## config.mk

```make
export PLATFORM = sky130hd
export DESIGN_NAME = gcd_requester
export DESIGN_NICKNAME = d
export VERILOG_FILES = /design/src/rtl/gcd_requester.sv
export SDC_FILE = /design/constraint.sdc
export NUM_CORES = 1
export LEC_CHECK = 0
export CAP_MARGIN = 20
export CELL_PAD_IN_SITES_DETAIL_PLACEMENT = 1
export CELL_PAD_IN_SITES_GLOBAL_PLACEMENT = 2
export CORE_ASPECT_RATIO = 1.4
export CORE_MARGIN = 2
export CORE_UTILIZATION = 30
export DETAILED_ROUTE_END_ITERATION = 12
export DONT_BUFFER_PORTS = 1
export HOLD_SLACK_MARGIN = 0.1
export PLACE_DENSITY = 0.75
export SYNTH_ARGS = -nofsm -noshare
export SYNTH_HDL_FRONTEND = slang
export SYNTH_SLANG_ARGS = --single-unit
export TNS_END_PERCENT = 5
```

## constraint.sdc

```tcl
create_clock -name clk -period 3.2 [get_ports clk]
set_clock_uncertainty 0.05 [all_clocks]
set_input_delay 0.16 -clock clk [delete_from_list [all_inputs] [get_ports clk]]
set_output_delay 0.16 -clock clk [all_outputs]
set_load 0.01 [all_outputs]
```

## src/rtl/gcd_requester.sv

```systemverilog
// gcd_requester: initiator side of the gcd coprocessor req/ack handshake.
// Takes an operand pair on a valid/ready input port and performs the two-phase
// transfer: A is sent and acknowledged, then B is sent and the result
// acknowledge returns C. The result and a saturating latency count are then
// held on a valid/ready output port until the consumer takes them.
//
// Optional build macro: GCD_REQ_ZERO_BYPASS_EN
//   When defined, a pair with a zero operand skips the gcd block entirely and
//   is answered directly (gcd(x,0)=x, gcd(0,0)=0) with a cycle count of 0.
module gcd_requester #(
  parameter int DATA_W = 16,
  parameter int CNT_W  = 16
) (
  input  logic              clk,
  input  logic              reset,
  input  logic              in_valid,
  output logic              in_ready,
  input  logic [DATA_W-1:0] in_a,
  input  logic [DATA_W-1:0] in_b,
  output logic              out_valid,
  input  logic              out_ready,
  output logic [DATA_W-1:0] out_c,
  output logic [CNT_W-1:0]  out_cycles,
  output logic              busy,
  output logic              gcd_req,
  output logic [DATA_W-1:0] gcd_ab,
  input  logic              gcd_ack,
  input  logic [DATA_W-1:0] gcd_c
);

  typedef enum logic [2:0] {
    ST_IDLE  = 3'd0,
    ST_A_REQ = 3'd1,
    ST_A_REL = 3'd2,
    ST_B_REQ = 3'd3,
    ST_B_REL = 3'd4,
    ST_OUT   = 3'd5
  } state_t;

  state_t              state_r;
  state_t              state_nxt_s;
  logic [DATA_W-1:0]   a_r;
  logic [DATA_W-1:0]   b_r;
  logic [CNT_W-1:0]    cnt_r;

  // Increment that sticks at all-ones instead of wrapping.
  function automatic logic [CNT_W-1:0] sat_inc(input logic [CNT_W-1:0] v);
    logic [CNT_W-1:0] r;
    if (v == {CNT_W{1'b1}}) begin
      r = v;
    end else begin
      r = v + {{(CNT_W-1){1'b0}}, 1'b1};
    end
    return r;
  endfunction

`ifdef GCD_REQ_ZERO_BYPASS_EN
  // True when either operand is zero; such pairs never terminate in gcd.
  function automatic logic has_zero(input logic [DATA_W-1:0] a,
                                    input logic [DATA_W-1:0] b);
    return (a == {DATA_W{1'b0}}) || (b == {DATA_W{1'b0}});
  endfunction
`endif

  // State register.
  always_ff @(posedge clk) begin
    if (reset) begin
      state_r <= ST_IDLE;
    end else begin
      state_r <= state_nxt_s;
    end
  end

  // Next-state logic for the four-phase handshake sequence.
  always_comb begin
    state_nxt_s = state_r;
    case (state_r)
      ST_IDLE: begin
        if (in_valid) begin
`ifdef GCD_REQ_ZERO_BYPASS_EN
          if (has_zero(in_a, in_b)) begin
            state_nxt_s = ST_OUT;
          end else begin
            state_nxt_s = ST_A_REQ;
          end
`else
          state_nxt_s = ST_A_REQ;
`endif
        end else begin
          state_nxt_s = ST_IDLE;
        end
      end
      ST_A_REQ: begin
        if (gcd_ack) begin
          state_nxt_s = ST_A_REL;
        end else begin
          state_nxt_s = ST_A_REQ;
        end
      end
      ST_A_REL: begin
        if (!gcd_ack) begin
          state_nxt_s = ST_B_REQ;
        end else begin
          state_nxt_s = ST_A_REL;
        end
      end
      ST_B_REQ: begin
        if (gcd_ack) begin
          state_nxt_s = ST_B_REL;
        end else begin
          state_nxt_s = ST_B_REQ;
        end
      end
      ST_B_REL: begin
        if (!gcd_ack) begin
          state_nxt_s = ST_OUT;
        end else begin
          state_nxt_s = ST_B_REL;
        end
      end
      ST_OUT: begin
        if (out_ready) begin
          state_nxt_s = ST_IDLE;
        end else begin
          state_nxt_s = ST_OUT;
        end
      end
      default: begin
        state_nxt_s = ST_IDLE;
      end
    endcase
  end

  // Handshake outputs decoded purely from the current state.
  always_comb begin
    in_ready  = 1'b0;
    gcd_req   = 1'b0;
    out_valid = 1'b0;
    busy      = 1'b1;
    case (state_r)
      ST_IDLE: begin
        in_ready = 1'b1;
        busy     = 1'b0;
      end
      ST_A_REQ: gcd_req   = 1'b1;
      ST_B_REQ: gcd_req   = 1'b1;
      ST_OUT:   out_valid = 1'b1;
      default: begin
        gcd_req = 1'b0;
      end
    endcase
  end

  // Operand capture, AB bus drive, latency counter and result capture.
  // gcd_ab must keep A through A_REL because the gcd block reloads A on the
  // cycle req drops; it switches to B only on the move into B_REQ.
  always_ff @(posedge clk) begin
    if (reset) begin
      a_r        <= {DATA_W{1'b0}};
      b_r        <= {DATA_W{1'b0}};
      cnt_r      <= {CNT_W{1'b0}};
      gcd_ab     <= {DATA_W{1'b0}};
      out_c      <= {DATA_W{1'b0}};
      out_cycles <= {CNT_W{1'b0}};
    end else begin
      case (state_r)
        ST_IDLE: begin
          if (in_valid) begin
            a_r   <= in_a;
            b_r   <= in_b;
            cnt_r <= {CNT_W{1'b0}};
`ifdef GCD_REQ_ZERO_BYPASS_EN
            if (has_zero(in_a, in_b)) begin
              out_c      <= in_a | in_b;
              out_cycles <= {CNT_W{1'b0}};
            end else begin
              gcd_ab <= in_a;
            end
`else
            gcd_ab <= in_a;
`endif
          end
        end
        ST_A_REQ: begin
          cnt_r  <= sat_inc(cnt_r);
          gcd_ab <= a_r;
        end
        ST_A_REL: begin
          cnt_r <= sat_inc(cnt_r);
          if (!gcd_ack) begin
            gcd_ab <= b_r;
          end else begin
            gcd_ab <= a_r;
          end
        end
        ST_B_REQ: begin
          cnt_r <= sat_inc(cnt_r);
          // gcd_c is only meaningful here while ack is high.
          if (gcd_ack) begin
            out_c      <= gcd_c;
            out_cycles <= sat_inc(cnt_r);
          end
        end
        default: begin
          cnt_r <= cnt_r;
        end
      endcase
    end
  end

endmodule

```

==> flow_metrics.py, run 1 <==
metrics = {
    "finish": {
        "diodes": 0,
        "fin_area_um2": 5330,
        "layout_commonest_cell": "nand2_1",
        "layout_common_cells": "nand2_1 (113), dfxtp_1 (99), a21oi_1 (64)",
        "drive_gt1_share_pct": 7.14,
        "finalNonFillerCells": 749,
        "num-nets-final": 609,
        "area_growth_pct": 22.8,
    },
    "logic_synthesis": {
        "synth_edf_count": 0,
        "synth_ff_type": "dfxtp_1",
        "synth.distinct_cells": 61,
        "ys_seq_area_share_pct": 45.7,
        "synth_fp_nets": 580,
        "synth_cells": 526,
        "ys_seq_elements": 99,
        "syn_area_um2": 4340,
        "synth_warnings": 0,
        "synth_area_per_cell_um2": 8.25,
        "async_flop_share_pct": 0,
    },
    "flow_run": {
        "cap_violations": 0,
    },
    "clock_tree": {
        "cts_resized": 0,
        "clk_latency_ps": 360,
        "cts_tree": "done",
        "htree_levels": 3,
        "cts_buffers": 9,
        "cts_root_buffer": "clkbuf_16",
        "cts.path.max_buffers": 2,
        "clk_pin_slew_ps": 70,
        "clock-sinks": 99,
    },
    "global_route": {
        "overflow": 0,
        "grt_pass1_vias": 4250,
        "antenna_found_initial": 0,
        "grtUsageTotal_pct": 17.9,
        "grt_max_degree": 94,
        "grt_pass1_wl_um": 22000,
    },
    "placed_design": {
        "post-dp-hpwl_um": 8830,
        "gp_congestion": 0.841,
        "placed_cells": 680,
        "place_area_um2": 4480,
        "io_buffers": 0,
    },
    "critical_path": {
        "r2r.worst_path.cells": 5,
        "cp.arrival_ps": 2800,
        "slowest_delay_ps": 820,
        "crit_path_end": "out_cycles[9]$_SDFFE_PP0P_",
        "critPathLaunch": "cnt_r[1]$_SDFFE_PP0P_",
        "worstSetupEndpointType": "flop",
        "required_ps": 3420,
        "crit_path_cell_trace": "ha_1, nand4_4, or4_1, a31o_1, a311oi_2",
        "reg2reg_from": "cnt_r[1]$_SDFFE_PP0P_",
        "startpoint_type": "flop",
        "crit_path_max_fanout": 14,
        "r2r_slack_ps": 630,
        "crit_slowest_cell": "or4_1",
        "critical_path_class": "flop to flop",
        "r2r-end": "out_cycles[9]$_SDFFE_PP0P_",
    },
    "power": {
        "leakage_nw": 1.76,
        "power_density_nw_per_um2": 541,
        "ir_worst_vdd_uv": 247,
        "p_total_mw": 2.88,
    },
    "floorplan": {
        "die_area_um2": 15500,
        "core_um2": 14300,
        "dieHeight_um": 146,
        "start_util_pct": 30.3,
        "io_pins": 105,
        "die-width_um": 106,
        "rows": 52,
    },
    "routing": {
        "routed_wl_um": 13700,
        "route.vias.total": 4059,
        "wl_per_cell_um": 18.3,
        "viasPerCell": 5.42,
        "drcViolationCount": 0,
        "drt_iter0_drc": 225,
        "drtAntennaViolNets": 0,
        "firstDrtPassIters": 5,
    },
    "min_path": {
        "hold_class": "primary input to flop",
    },
    "timing": {
        "relSlewSlack_pct": 34.4,
        "max_freq_ghz": 0.389,
        "worst_slew_pin_slew_ps": 981,
        "drv_slew": 0,
        "setup_viol": 0,
        "fin_setup_tns_ps": 0,
        "hold_viol": 0,
        "period_share_pct": 80.4,
        "rsz0062_at_grt": "no",
        "hold_slack_ps": 107,
        "fin_crit_ps": 2570,
    },
    "status": {
        "outcome": "finished, final reports clean",
    },
}
## per-stage QoR
stage                     utilization (%)  setup WS, ps
final                                37.2           626
after detailed placement             31.3           656
after global placement               31.2           755
after floorplan                         -          1090
after global routing                 37.2           504
after CTS                            37.2           639
## layout make-up
type | count | area [um^2]
Inverter | 8 | 30.0
Timing Repair Buffer | 63 | 627
Clock buffer | 10 | 229
Fill cell | 1710 | 8990
Clock inverter | 6 | 72.6
Sequential cell | 99 | 1980
Tap cell | 189 | 236
Multi-Input combinational cell | 374 | 2150
## where the power goes
group | total, mW | leakage [nW] | internal [mW] | switching [mW]
Combinational | 0.372 | 0.808 | 0.158 | 0.214
Clock | 1.13 | 0.149 | 0.618 | 0.515
Sequential | 1.38 | 0.807 | 1.30 | 0.0749
## registers in the layout, summed over array words and instances (netlist names)
| signal | flops |
|---|---|
| state_r | 3 |
| out_c | 16 |
| cnt_r | 16 |
| b_r | 16 |
| a_r | 16 |
| out_cycles | 16 |
| gcd_ab | 16 |
## critical path, delay by kind of cell (launching register included)
| family | cells | cell delay, ps |
|---|---|---|
| adders and majority gates | 1 | 410 |
| AOI/OAI and AO/OA | 2 | 570 |
| and+or+nand+nor | 2 | 1010 |
| DFF | 1 | 460 |
## logic make-up after synthesis
| logic type | count (synthesis) | synth area share, % |
|---|---|---|
| compound gates | 150 | 24.2 |
| mux | 1 | 0.231 |
| flops | 99 | 45.7 |
| xor+xnor | 5 | 1.01 |
| simple gates | 217 | 23.5 |
| buf+inv | 53 | 5.08 |
| fa+ha+maj | 1 | 0.288 |
## worst min path at each step
stage                       start                    endpoint  slack, ps  cells after the start
after floorplan           in_a[0]         a_r[0]$_SDFFE_PP0P_        250                      2
after global placement      reset  out_cycles[2]$_SDFFE_PP0P_        190                      1
after detailed placement    reset  out_cycles[2]$_SDFFE_PP0P_        190                      1
after CTS                 in_a[3]      gcd_ab[3]$_SDFFE_PP0P_        110                      2
after global routing      in_a[1]      gcd_ab[1]$_SDFFE_PP0P_        130                      2
final                     in_a[3]      gcd_ab[3]$_SDFFE_PP0P_        110                      2
## synthesized netlist by cell type (5+ instances only)
cell type  number  area [um^2]
nand2_1       113          424
dfxtp_1        99         1980
a21oi_1        64          320
nor2_1         36          135
clkbuf_1       27          101
a211oi_1       20          150
a222oi_1       16          160
nor3_1         14         70.1
buf_2          12         60.1
inv_1           8         30.0
nor4_1          7         43.8
nand2b_1        6         37.5
nand3_1         6         30.0
o21ai_0         6         30.0
or4_1           6         45.0
a311oi_1        5         43.8
nand4_1         5         31.3
## routing by layer
layer / track usage (%) / up-vias / routed length (um)
li1: - / 1961 / -
met1: 19.1 / 1982 / 5390
met2: 33.2 / 99 / 7360
met3: 4.73 / 17 / 693
met4: 7.11 / 0 / 259
met5: 0 / - / 0
## repair_timing
item | CTS | global route
endpoints found under the hold margin | 90 | 0
setup buffers | 0 | 0
hold buffers | 53 | 0
Note: power is estimated with default switching activity, not from simulation.
==> inputs of run 2 (changes only) <==
Clock period 3.2 ns to 2.4 ns, I/O delays scaled along.
==> run 2 against run 1 <==
First-iteration DRC count fell by 3.6%. Global-route usage is 0.24 points lower. Final cell count rose by 1.5%. Largest cell class unchanged. Sequential power up 33%. Register-to-register slack got worse by 410 ps.
==> flow_metrics.py, run 2 (synthesized netlist as in run 1, its figures left out) <==
metrics = {
    "timing": {
        "worst_slew_pin_slew_ps": 642,
        "rsz0062_at_grt": "no",
        "period_share_pct": 91.1,
        "hold_slack_ps": 114,
        "relSlewSlack_pct": 57.2,
        "max_freq_ghz": 0.457,
        "fin_crit_ps": 2190,
        "drv_slew": 0,
        "setup_viol": 0,
        "worst_slack_ps": 214,
        "hold_viol": 0,
        "fin_setup_tns_ps": 0,
    },
    "finish": {
        "multi_input_area_um2": 2150,
        "area_growth_pct": 24.4,
        "finalNonFillerCells": 760,
        "diodes": 0,
        "final-seq-area_um2": 1980,
        "num-nets-final": 620,
        "drive_gt1_share_pct": 9.28,
        "layout_common_cells": "nand2_1 (113), dfxtp_1 (98), a21oi_1 (64)",
        "fin_util_pct": 37.7,
        "layout_commonest_cell": "nand2_1",
        "fin_area_um2": 5400,
        "fill_cells": 1702,
    },
    "routing": {
        "drtAntennaViolNets": 0,
        "viasPerCell": 5.40,
        "top_layer": "met4",
        "firstDrtPassIters": 5,
        "wl_met3_um": 733,
        "drcViolationCount": 0,
        "route.vias.total": 4107,
        "drt_iter0_drc": 217,
        "wl_per_cell_um": 18.1,
        "routed_wl_um": 13800,
        "route.met2.wl_um": 7350,
        "wl_met1_um": 5410,
    },
    "placed_design": {
        "dp_slack_ps": 159,
        "place_area_um2": 4570,
        "placed_cells": 691,
        "gp_congestion": 0.920,
        "io_buffers": 0,
        "post-dp-hpwl_um": 8880,
    },
    "power": {
        "p_total_mw": 3.74,
        "leakage_nw": 1.81,
        "ir_worst_vdd_uv": 397,
        "power_density_nw_per_um2": 693,
    },
    "critical_path": {
        "required_ps": 2620,
        "critical_path_class": "flop to flop",
        "startpoint_type": "flop",
        "r2r_slack_ps": 210,
        "r2r.worst_path.cells": 6,
        "worstSetupEndpointType": "flop",
        "cp.arrival_ps": 2400,
        "reg2reg_from": "cnt_r[0]$_SDFFE_PP0P_",
        "r2r-end": "cnt_r[9]$_SDFFE_PP0P_",
        "crit_path_max_fanout": 10,
    },
    "min_path": {
        "hold_start": "reset",
        "min_delay_worst_endpoint": "state_r[0]$_SDFF_PP0_",
        "whs_path_depth": 2,
        "hold_class": "primary input to flop",
    },
    "clock_tree": {
        "cts_setup_buffers": 0,
        "clock-sinks": 99,
        "cts_tree": "done",
        "cts_buffers": 9,
        "clk_latency_ps": 350,
        "htree_levels": 3,
        "cts.path.max_buffers": 2,
        "clk_pin_slew_ps": 70,
        "cts_root_buffer": "clkbuf_16",
    },
    "global_route": {
        "antenna_found_initial": 0,
        "overflow": 0,
        "grt_pass1_wl_um": 21800,
        "grt_max_degree": 94,
        "grtUsageTotal_pct": 17.7,
        "grt_pass1_vias": 4196,
    },
    "floorplan": {
        "dieHeight_um": 146,
        "die-width_um": 106,
        "die_area_um2": 15500,
        "core_um2": 14300,
        "start_util_pct": 30.3,
        "io_pins": 105,
        "rows": 52,
    },
    "status": {
        "outcome": "finished, final reports clean",
    },
    "flow_run": {
        "cap_violations": 0,
    },
}
[run 2: layout make-up]
class                   count  share of cell area, %
clock inverters             5                  0.649
well taps                 189                   4.38
flip-flops and latches     99                   36.7
multi-input cells         374                   39.9
repair buffers             74                   13.3
clock buffers              11                   4.50
inverters                   8                  0.556
[run 2: metal layers]
metal / GRT usage [%] / vias to the layer above
met2: 32.9 / 113
met1: 19.8 / 1991
li1: - / 1984
met3: 3.13 / 19
met5: 0 / -
met4: 6.84 / 0
[run 2: repair_timing]
action / 4_1_cts / 5_1_grt
hold buffers: 53 / 0
gates resized for setup: 0 / 2
endpoints found under the setup margin: 0 / 3
endpoints found under the hold margin: 90 / 0
[run 2: worst max-delay path by stage]
stage / cells after the start / end / slack (ps) / start
after floorplan: 7 / cnt_r[11]$_SDFFE_PP0P_ / 290 / cnt_r[0]$_SDFFE_PP0P_
after global placement: 6 / cnt_r[9]$_SDFFE_PP0P_ / 240 / cnt_r[1]$_SDFFE_PP0P_
after detailed placement: 6 / cnt_r[9]$_SDFFE_PP0P_ / 160 / cnt_r[1]$_SDFFE_PP0P_
after CTS: 6 / cnt_r[9]$_SDFFE_PP0P_ / 130 / cnt_r[1]$_SDFFE_PP0P_
after global routing: 4 / out_cycles[14]$_SDFFE_PP0P_ / 60 / cnt_r[0]$_SDFFE_PP0P_
final: 6 / cnt_r[9]$_SDFFE_PP0P_ / 210 / cnt_r[0]$_SDFFE_PP0P_
[run 2: where the power goes]
group	leakage (nW)	switching, mW	internal, mW
Combinational	0.866	0.293	0.218
Clock	0.136	0.660	0.737
Sequential	0.808	0.0969	1.74
[run 2: critical path: stages, from the launching register on]
cell and delay (ps):
dfxtp_1 460, ha_1 280, nand4_4 170, or4_4 600
buf_4 200, and3_1 180, o221ai_1 160
==> inputs of run 3 (changes only) <==
Settings changed: CORE_ASPECT_RATIO 1.4 to 0.8, GPL_TIMING_DRIVEN set to 0, SETUP_SLACK_MARGIN set to 0.5.
==> run 3 against run 2 <==
Maximum frequency up 12%. Hold slack better by 42 ps. Utilization up 3.0 points. Clock-buffer cell count down 2. Clock power up 8%. Largest cell class unchanged.
==> flow_metrics.py, run 3 (synthesized netlist as in run 1, its figures left out) <==
metrics = {
    "timing": {
        "worst_slack_ps": 454,
        "drv_slew": 0,
        "period_share_pct": 81.1,
        "setup_viol": 0,
        "worst_slew_pin_slew_ps": 788,
        "relSlewSlack_pct": 47.5,
        "hold_viol": 0,
        "max_freq_ghz": 0.514,
        "fin_setup_tns_ps": 0,
        "rsz0062_at_grt": "yes",
        "fin_crit_ps": 1950,
    },
    "critical_path": {
        "slowest_delay_ps": 560,
        "critical_path_class": "flop to flop",
        "worstSetupEndpointType": "flop",
        "crit_path_cell_trace": "ha_4, nand4_4, or4_4, buf_6, buf_6, o21ai_0, a32o_1",
        "r2r.worst_path.cells": 7,
        "crit_slowest_cell": "or4_4",
        "crit_path_end": "cnt_r[1]$_SDFFE_PP0P_",
        "critical_path_depth": 7,
        "startpoint_type": "flop",
        "crit_path_max_fanout": 10,
        "r2r-end": "cnt_r[1]$_SDFFE_PP0P_",
        "reg2reg_from": "cnt_r[1]$_SDFFE_PP0P_",
        "r2r_slack_ps": 450,
        "critPathTopFamily": "simple AND/OR/NAND/NOR gates",
        "critPathLaunch": "cnt_r[1]$_SDFFE_PP0P_",
        "timing.critical_path.buf_inv": 2,
        "required_ps": 2640,
        "crit_top_cell": "buf_6",
        "cp.arrival_ps": 2190,
    },
    "power": {
        "power_density_nw_per_um2": 679,
        "p_total_mw": 3.92,
        "ir_worst_vdd_uv": 494,
        "leakage_nw": 2.01,
    },
    "routing": {
        "drt_iter0_drc": 317,
        "wl_per_cell_um": 19.6,
        "routed_wl_um": 15700,
        "drtAntennaViolNets": 0,
        "firstDrtPassIters": 6,
        "viasPerCell": 5.51,
        "drcViolationCount": 0,
        "route.vias.total": 4406,
    },
    "clock_tree": {
        "htree_levels": 3,
        "clock-sinks": 99,
        "cts_tree": "done",
        "cts.path.max_buffers": 2,
        "clk_pin_slew_ps": 70,
        "cts_root_buffer": "clkbuf_16",
        "clk_latency_ps": 360,
        "cts_buffers": 9,
    },
    "finish": {
        "fin_util_pct": 40.7,
        "area_growth_pct": 33.1,
        "layout_common_cells": "nand2_1 (113), dfxtp_1 (89), a21oi_1 (63)",
        "finalNonFillerCells": 800,
        "drive_gt1_share_pct": 17.5,
        "diodes": 0,
        "num-nets-final": 665,
        "layout_commonest_cell": "nand2_1",
    },
    "flow_run": {
        "cap_violations": 0,
    },
    "min_path": {
        "hold_class": "primary input to flop",
    },
    "global_route": {
        "overflow": 0,
        "grt_pass1_vias": 4489,
        "grt_max_degree": 18,
        "antenna_found_initial": 0,
        "grt_pass1_wl_um": 24600,
        "grtUsageTotal_pct": 20.1,
    },
    "floorplan": {
        "die-width_um": 138,
        "rows": 39,
        "dieHeight_um": 112,
        "core_um2": 14200,
        "io_pins": 105,
        "die_area_um2": 15400,
        "start_util_pct": 30.5,
    },
    "placed_design": {
        "io_buffers": 0,
        "post-dp-hpwl_um": 10600,
        "placed_cells": 710,
        "gp_congestion": 0.846,
        "dp_slack_ps": -44.1,
    },
    "status": {
        "outcome": "finished, final reports clean",
    },
}
## run 3: final cells by class
cell class | count | area, um^2
clock buffers | 9 | 225
repair buffers | 74 | 686
fillers | 1673 | 8430
inverters | 8 | 30.0
multi-input cells | 374 | 2270
plain buffers | 45 | 256
clock inverters | 7 | 75.1
well taps | 184 | 230
flip-flops and latches | 99 | 2000
## run 3: power breakdown
| part | internal, mW | total (mW) | leakage (nW) | switching, mW |
|---|---|---|---|---|
| clock network | 0.817 | 1.51 | 0.150 | 0.690 |
| logic | 0.244 | 0.595 | 1.04 | 0.352 |
| registers | 1.74 | 1.82 | 0.813 | 0.0846 |
## run 3: through the flow
step	cell area, um^2	hold slack [ps]
2_1_floorplan	4360	206
3_3_place_gp	4590	208
3_5_place_dp	4590	215
4_1_cts	5620	136
5_1_grt	5770	178
6_report	5770	156
## run 3: worst register-to-register path: stages, from the launching register on
cell and delay (ps):
dfxtp_4 360, ha_4 160, nand4_4 120, or4_4 560, buf_6 150, buf_6 140, o21ai_0 180, a32o_1 160
## run 3: how the worst min path moves through the flow
stage / start / end / slack (ps) / cells past startpoint
final: gcd_ack / state_r[0]$_SDFF_PP0_ / 160 / 4
after global routing: in_valid / cnt_r[3]$_SDFFE_PP0P_ / 180 / 4
after CTS: gcd_ack / state_r[0]$_SDFF_PP0_ / 140 / 4
after detailed placement: gcd_c[7] / out_c[7]$_SDFFE_PP0P_ / 210 / 2
after global placement: in_a[9] / a_r[9]$_SDFFE_PP0P_ / 210 / 2
after floorplan: in_a[0] / a_r[0]$_SDFFE_PP0P_ / 210 / 2
## run 3: timing repair
item	4_1_cts	5_1_grt
setup endpoints to repair	97	92
hold buffers	52	0
buffers inserted	13	9
gates cloned	0	0
pin swaps	3	6
hold endpoints to repair	70	0
resized for setup	37	36
## run 3: layer usage
metal | track usage [%] | routed length [um] | vias up
met3 | 6.80 | 1080 | 21
met4 | 5.58 | 264 | 0
met5 | 0 | 0 | -
met1 | 25.9 | 7160 | 2163
met2 | 32.3 | 7190 | 142
li1 | - | - | 2080
